<file path="src/rtl/generic_input_debounce.sv">
// Multi-channel input debouncer: two-flop synchronizer, shared sample prescaler,
// per-channel stability counters, edge pulses and sticky pending flags.
module generic_input_debounce #(
    parameter int unsigned IW = 1,
    parameter logic        DS = 1'b0,
    parameter int unsigned PW = 16,
    parameter int unsigned PD = 50000,
    parameter int unsigned CW = 4,
    parameter int unsigned DC = 4
) (
    input  logic          clk,
    input  logic          rst_n,
    input  logic [IW-1:0] i,
    output logic [IW-1:0] o,
    output logic [IW-1:0] rise,
    output logic [IW-1:0] fall,
    output logic          evt,
    output logic [IW-1:0] pend,
    input  logic [IW-1:0] clr
);

    localparam logic [PW-1:0] PD_LAST = PW'(PD - 1);
    localparam logic [CW-1:0] DC_LAST = CW'(DC - 1);

    logic [IW-1:0]         s1_q, s2_q;
    logic [PW-1:0]         pcnt_q, pcnt_d;
    logic                  tick;
    logic [IW-1:0][CW-1:0] cnt_q, cnt_d;
    logic [IW-1:0]         o_q, o_d;
    logic [IW-1:0]         rise_q, rise_d;
    logic [IW-1:0]         fall_q, fall_d;
    logic                  evt_q, evt_d;
    logic [IW-1:0]         pend_q, pend_d;

    always_comb begin
        tick   = (pcnt_q == PD_LAST);
        pcnt_d = tick ? '0 : pcnt_q + 1'b1;
        cnt_d  = cnt_q;
        o_d    = o_q;
        rise_d = '0;
        fall_d = '0;
        for (int n = 0; n < IW; n++) begin
            if (tick) begin
                if (s2_q[n] == o_q[n]) begin
                    cnt_d[n] = '0;
                end else if (cnt_q[n] == DC_LAST) begin
                    cnt_d[n]  = '0;
                    o_d[n]    = s2_q[n];
                    rise_d[n] = s2_q[n];
                    fall_d[n] = ~s2_q[n];
                end else begin
                    cnt_d[n] = cnt_q[n] + 1'b1;
                end
            end
        end
        evt_d  = |(rise_d | fall_d);
        // Registered pulses set pend, so a set always wins over a same-cycle clear.
        pend_d = (pend_q & ~clr) | rise_q | fall_q;
    end

    always_ff @(posedge clk or negedge rst_n) begin
        if (!rst_n) begin
            s1_q   <= {IW{DS}};
            s2_q   <= {IW{DS}};
            pcnt_q <= '0;
            cnt_q  <= '0;
            o_q    <= {IW{DS}};
            rise_q <= '0;
            fall_q <= '0;
            evt_q  <= 1'b0;
            pend_q <= '0;
        end else begin
            s1_q   <= i;
            s2_q   <= s1_q;
            pcnt_q <= pcnt_d;
            cnt_q  <= cnt_d;
            o_q    <= o_d;
            rise_q <= rise_d;
            fall_q <= fall_d;
            evt_q  <= evt_d;
            pend_q <= pend_d;
        end
    end

    assign o    = o_q;
    assign rise = rise_q;
    assign fall = fall_q;
    assign evt  = evt_q;
    assign pend = pend_q;

endmodule

</file>
<file path="config.mk">
export PLATFORM = sky130hd
export DESIGN_NAME = generic_input_debounce
export DESIGN_NICKNAME = d
export VERILOG_FILES = /design/src/rtl/generic_input_debounce.sv
export SDC_FILE = /design/constraint.sdc
export NUM_CORES = 1
export LEC_CHECK = 0
export CORE_ASPECT_RATIO = 0.7
export CORE_MARGIN = 3
export CORE_UTILIZATION = 60
export CTS_CLUSTER_DIAMETER = 40
export CTS_CLUSTER_SIZE = 14
export DETAILED_ROUTE_END_ITERATION = 7
export PLACE_DENSITY = 0.82
export SYNTH_ARGS = -nofsm -noshare
export SYNTH_HDL_FRONTEND = slang
export SYNTH_SLANG_ARGS = --single-unit
export TNS_END_PERCENT = 10
</file>
<file path="constraint.sdc">
create_clock -name clk -period 5.87 [get_ports clk]
set_input_delay 0.8805 -clock clk [delete_from_list [all_inputs] [get_ports clk]]
set_output_delay 0.8805 -clock clk [all_outputs]
set_load 0.02 [all_outputs]
</file>
==> flow_metrics.tcl, run 1 <==
set metrics [dict create \
    synth-seq-cells 27 \
    power_density_nw_per_um2 197 \
    initial_core_util 0.660 \
    drt-vias-per-instance 6.10 \
    num_vias 873 \
    root_buffer "clkbuf_4" \
    crit_required_ns 6.11 \
    ys.flop_type "dfrtp_1" \
    die_w_um 60.9 \
    maxCapViolCount 0 \
    finalHoldViolCount 0 \
    core-area_um2 1920 \
    post-dp-hpwl_mm 1.66 \
    grt_pass1_wl_mm 3.88 \
    synthArstFlopShare 1.00 \
    crit_type "register to register" \
    final_cell_mix "dfrtp_1, nand3_1, nor2_1" \
    synth-simple-area-share 0.272 \
    ys_seq_area_frac 0.534 \
    synth_xor_area_frac 0.0761 \
    setup_viol 0 \
    ir_worst_vdd_mv 0.144 \
    die_area_um2 2710 \
    worstMarginPinSlew_ns 0.845 \
    cts_resized 0 \
    max_stage_delay_ns 0.77 \
    htree_levels 1 \
    synthesis.nets 115 \
    area_growth_pct 10.6 \
    slew_viol_final 0 \
    min-delay-path-class "register to register" \
    grt_pass1_vias 860 \
    met3WireLength_um 106 \
    layout-drive-gt1-share 0.140 \
    final.setup.tns_ns 0 \
    clk_pin_slew_ns 0.15 \
    routabilityCongestion 0.782 \
    numCtsBuffers 3 \
    portBuffers 8 \
    rows 13 \
    grt_util_all_layers 0.204 \
    start_kind "register" \
    ant_nets 0 \
    rsz0062_at_grt "no" \
    synth_edf_count 0 \
    clock_latency_ns 0.33 \
    synthCells 109 \
    maxSlewHeadroom 0.433 \
    cp_slowest_cell "nor4_4" \
    wl_per_cell_um 15.7 \
    postCtsHoldBufs 0 \
    highest_layer "met4" \
    synth_top_family_by_area "simple AND/OR/NAND/NOR gates" \
    final_common_cell "dfrtp_1" \
    wl_mm 2.25 \
    min_period_over_period 0.402 \
    firstDrtPassIters 4 \
    grt_max_degree 28 \
    cts_tree "done" \
    yosysWarnings 0 \
    maxClockFrequency_ghz 0.424 \
    clock_skew_ns 0.00883 \
    cp_max_fo 16 \
    drtIter0Drc 67 \
    postCtsSetupBuffers 0 \
    wl_met2_mm 1.12 \
    synth_compound_area_frac 0.0494 \
    grt_overflow_total 0 \
    period_needed_ns 2.36 \
    cts_sinks 27 \
    netlist_area_um2 1270 \
    end_kind "register" \
    status "finished clean" \
    synthAdderAreaFrac 0.0198 \
    synth_cell_types 34 \
    muxShareOfSynthArea 0.0287 \
    crit_arrival_ns 2.60 \
    diodes 0 \
    pin_count 9 \
    nets 128 \
    final_core_util 0.729 \
    antenna_found_initial 0 \
    clockBufferDepth 2 \
    postSynthAreaPerCell_um2 11.6 \
    crit_chain "or4b_4, nor4_4, a21boi_1, a31o_2" \
    leakage_nw 0.634 \
    die_h_um 44.4 \
    drc 0 \
    wirelength_met1_mm 1.00 \
]
## worst paths after layout
kind | start | slack (ns) | cells past startpoint | end
worst min-delay path | s1_q$_DFF_PN0_ | 0.39 | 0 | s2_q$_DFF_PN0_
worst max-delay path | pcnt_q[5]$_DFF_PN0_ | 3.51 | 4 | cnt_q[3]$_DFFE_PN0N_
min in group asynchronous | rst_n | 0.89 | 2 | pcnt_q[10]$_DFF_PN0_
worst max register to register | pcnt_q[5]$_DFF_PN0_ | 3.51 | 4 | cnt_q[3]$_DFFE_PN0N_
max in group asynchronous | rst_n | 4.72 | 2 | cnt_q[1]$_DFFE_PN0N_
worst min register to register | s1_q$_DFF_PN0_ | 0.39 | 0 | s2_q$_DFF_PN0_
## critical path: cells and delay by family (launching register included)
kind               cells  cell delay [ns]
AOI/OAI and AO/OA      2             0.43
DFF                    1             0.47
and+or+nand+nor        2             1.37
## sequential cells by signal, summed over array words and instances, names as in the netlist
name	count
fall	1
pend	1
cnt_q	4
rise	1
s2_q	1
o	1
evt	1
pcnt_q	16
s1_q	1
## cells by family after synthesis
| family | count (synthesis) |
|---|---|
| fa+ha+maj | 2 |
| compound gates | 10 |
| mux | 3 |
| flops | 27 |
| xor+xnor | 11 |
| simple gates | 51 |
| buf+inv | 5 |
## stage by stage
step / worst slack [ns] / instances / hold WS (ns) / cell area [µm²] / power, mW
global placement: 3.65 / 139 / 0.334 / 1370 / 0.198
floorplan: 4.03 / 109 / 0.331 / 1270 / 0.192
CTS: 3.52 / 143 / 0.393 / 1400 / 0.279
detailed placement: 3.57 / 139 / 0.361 / 1370 / 0.198
finish: 3.51 / 143 / 0.390 / 1400 / 0.276
global route: 3.40 / 143 / 0.400 / 1400 / 0.290
## layout make-up
class,instances,area (µm²)
inverters,4,15.0
clock inverters,1,7.51
fillers,129,519
clock buffers,3,22.5
multi-input cells,77,564
flip-flops and latches,27,676
well taps,22,27.5
repair buffers,9,87.6
## metal layers
metal | vias to the layer above | track usage
li1 | 419 | -
met1 | 425 | 0.271
met3 | 2 | 0.0612
met2 | 27 | 0.318
met5 | - | 0
met4 | 0 | 0.0779
## cells in the mapped netlist, types with 2 or more instances
master,count,share of area
nor4_4,2,0.034
nor3b_1,3,0.018
xor2_1,5,0.035
nand3b_1,2,0.012
dfrtp_1,27,0.53
nand4_1,5,0.025
nand2_1,4,0.012
nand2b_1,2,0.0099
and4_1,3,0.021
inv_1,4,0.012
or4b_4,2,0.022
o21ai_0,4,0.016
xnor2_1,6,0.042
nand3_1,9,0.036
ha_1,2,0.020
a21oi_1,2,0.0079
nor2_1,9,0.027
and3_1,2,0.0099
## power by group
group | total (mW) | switching [mW] | internal, mW
clock network | 0.0814 | 0.0553 | 0.0261
logic | 0.00710 | 0.00456 | 0.00255
registers | 0.187 | 0.000553 | 0.187
No activity file was read; power rests on OpenSTA's default activity.
==> run 2, diff against run 1 <==
--- a/config.mk
+++ b/config.mk
@@ -7,11 +7,11 @@
 export LEC_CHECK = 0
 export CORE_ASPECT_RATIO = 0.7
 export CORE_MARGIN = 3
-export CORE_UTILIZATION = 60
+export CORE_UTILIZATION = 56
 export CTS_CLUSTER_DIAMETER = 40
 export CTS_CLUSTER_SIZE = 14
 export DETAILED_ROUTE_END_ITERATION = 7
-export PLACE_DENSITY = 0.82
+export PLACE_DENSITY = 0.78
 export SYNTH_ARGS = -nofsm -noshare
 export SYNTH_HDL_FRONTEND = slang
 export SYNTH_SLANG_ARGS = --single-unit
==> constraint.sdc (replaced) <==
create_clock -name clk -period 2.27 [get_ports clk]
set_input_delay 0.3405 -clock clk [delete_from_list [all_inputs] [get_ports clk]]
set_output_delay 0.3405 -clock clk [all_outputs]
set_load 0.02 [all_outputs]
==> run 2 against run 1 <==
Global-route usage down 2.5 points. Highest routed layer unchanged. Sequential cell count unchanged. Combinational power rose to 2.5 times the previous value. Register-to-register slack worse by 3.2 ns.
==> flow_metrics.tcl, run 2 (same netlist as run 1, synthesis figures left out) <==
set metrics [dict create \
    cts_resized 0 \
    r2r_end "cnt_q[3]$_DFFE_PN0N_" \
    nets 130 \
    numCtsBuffers 3 \
    final_cell_mix "dfrtp_1, nand3_1, nor2_1" \
    placed_area_um2 1400 \
    cp_slowest_cell "or4b_4" \
    grt_max_degree 28 \
    regMostFlops "pcnt_q" \
    critical_path.top_delay_family "simple AND/OR/NAND/NOR gates" \
    initial_core_util 0.633 \
    finalHoldViolCount 0 \
    final_core_util 0.711 \
    num_vias 871 \
    clock_latency_ns 0.33 \
    wl_per_cell_um 14.7 \
    largest_reg_flops 16 \
    crit_arrival_ns 2.23 \
    diodes 0 \
    drc 0 \
    power_density_nw_per_um2 496 \
    slew_viol_final 0 \
    area_growth_pct 12.4 \
    final.setup.tns_ns 0 \
    die_area_um2 2880 \
    grt_pass1_wl_mm 3.93 \
    dp_slack_ns 0.305 \
    die_h_um 45.8 \
    worst_r2r_path_depth 4 \
    root_buffer "clkbuf_4" \
    final_common_cell "dfrtp_1" \
    crit_chain "or4b_4, nor4_4, a21boi_1, a31o_2" \
    clk_pin_slew_ns 0.14 \
    firstDrtPassIters 5 \
    crit_buf_inv 0 \
    postCtsHoldBufs 0 \
    hold_slack_ns 0.357 \
    worstMarginPinSlew_ns 0.553 \
    wl_mm 2.25 \
    post-dp-hpwl_mm 1.68 \
    min-delay-path-class "primary input to asynchronous set/reset pin" \
    routabilityCongestion 0.820 \
    clkPwrFrac 0.288 \
    swShare 0.213 \
    clock_skew_ns 0.00840 \
    leakage_nw 0.648 \
    rows 13 \
    die_w_um 62.8 \
    max_stage_delay_ns 0.61 \
    core-area_um2 2000 \
    status "finished clean" \
    drtIter0Drc 40 \
    comb_power_share 0.026 \
    internal-power_mw 0.555 \
    layout-drive-gt1-share 0.154 \
    crit_type "register to register" \
    reg.largest.list "pcnt_q: 16 flops, cnt_q: 4 flops" \
    r2r-start "pcnt_q[4]$_DFF_PN0_" \
    maxCapViolCount 0 \
    cts_tree "done" \
    ant_nets 0 \
    p_sw_mw 0.150 \
    period_needed_ns 2.00 \
    setup_ws_ns 0.266 \
    htree_levels 1 \
    maxClockFrequency_ghz 0.499 \
    pin_count 9 \
    grt_overflow_total 0 \
    start_kind "register" \
    clockBufferDepth 2 \
    antenna_found_initial 0 \
    end_kind "register" \
    rsz0062_at_grt "no" \
    portBuffers 8 \
    reg2reg_slack_ns 0.27 \
    cts_sinks 27 \
    power_frac_seq 0.686 \
    min_period_over_period 0.883 \
    ir_worst_vdd_mv 0.392 \
    postCtsSetupBuffers 0 \
    setup_viol 0 \
    drt-vias-per-instance 5.69 \
    cp_max_fo 8 \
    maxSlewHeadroom 0.630 \
    grt_pass1_vias 841 \
    post-route-cell-area_um2 1420 \
    crit_required_ns 2.50 \
    grt_util_all_layers 0.180 \
]
-- run 2: cell types whose count changed in the layout (fill, tap and decap cells not counted) --
cell / before / now
buf_4: 1 / 3
clkinv_2: 0 / 1
clkinvlp_4: 1 / 0
-- run 2: layout make-up --
cell class	count	area [µm²]
clock inverters	1	5.00
well taps	30	37.5
repair buffers	11	103
multi-input cells	77	564
fillers	159	578
inverters	4	15.0
flip-flops and latches	27	676
clock buffers	3	22.5
-- run 2: power by group through the flow --
stage               Clock [mW]  Sequential, mW  Combinational [mW]
floorplan                    0           0.493             0.00265
global placement             0           0.493              0.0185
detailed placement           0           0.493              0.0188
CTS                      0.209           0.484              0.0190
global route             0.225           0.484              0.0207
finish                   0.204           0.484              0.0181
-- run 2: worst max path at each step --
stage / start / end / slack [ns] / cells after the start
after floorplan: pcnt_q[5]$_DFF_PN0_ / o$_DFFE_PN0P_ / 0.43 / 4
after global placement: pcnt_q[5]$_DFF_PN0_ / cnt_q[3]$_DFFE_PN0N_ / 0.35 / 4
after detailed placement: pcnt_q[5]$_DFF_PN0_ / cnt_q[3]$_DFFE_PN0N_ / 0.30 / 4
after CTS: pcnt_q[4]$_DFF_PN0_ / cnt_q[3]$_DFFE_PN0N_ / 0.28 / 4
after global routing: pcnt_q[4]$_DFF_PN0_ / cnt_q[3]$_DFFE_PN0N_ / 0.18 / 4
final: pcnt_q[4]$_DFF_PN0_ / cnt_q[3]$_DFFE_PN0N_ / 0.27 / 4
-- run 2: stage by stage --
stage	cells	power, mW
2_1_floorplan	109	0.496
3_3_place_gp	149	0.511
3_5_place_dp	149	0.512
4_1_cts	153	0.712
5_1_grt	153	0.730
6_report	153	0.706
-- run 2: per-layer routing --
layer  global-route usage  wire, µm
met5                    0         0
met3               0.0444       101
met2                0.288      1030
met4               0.0395         5
met1                0.252      1120
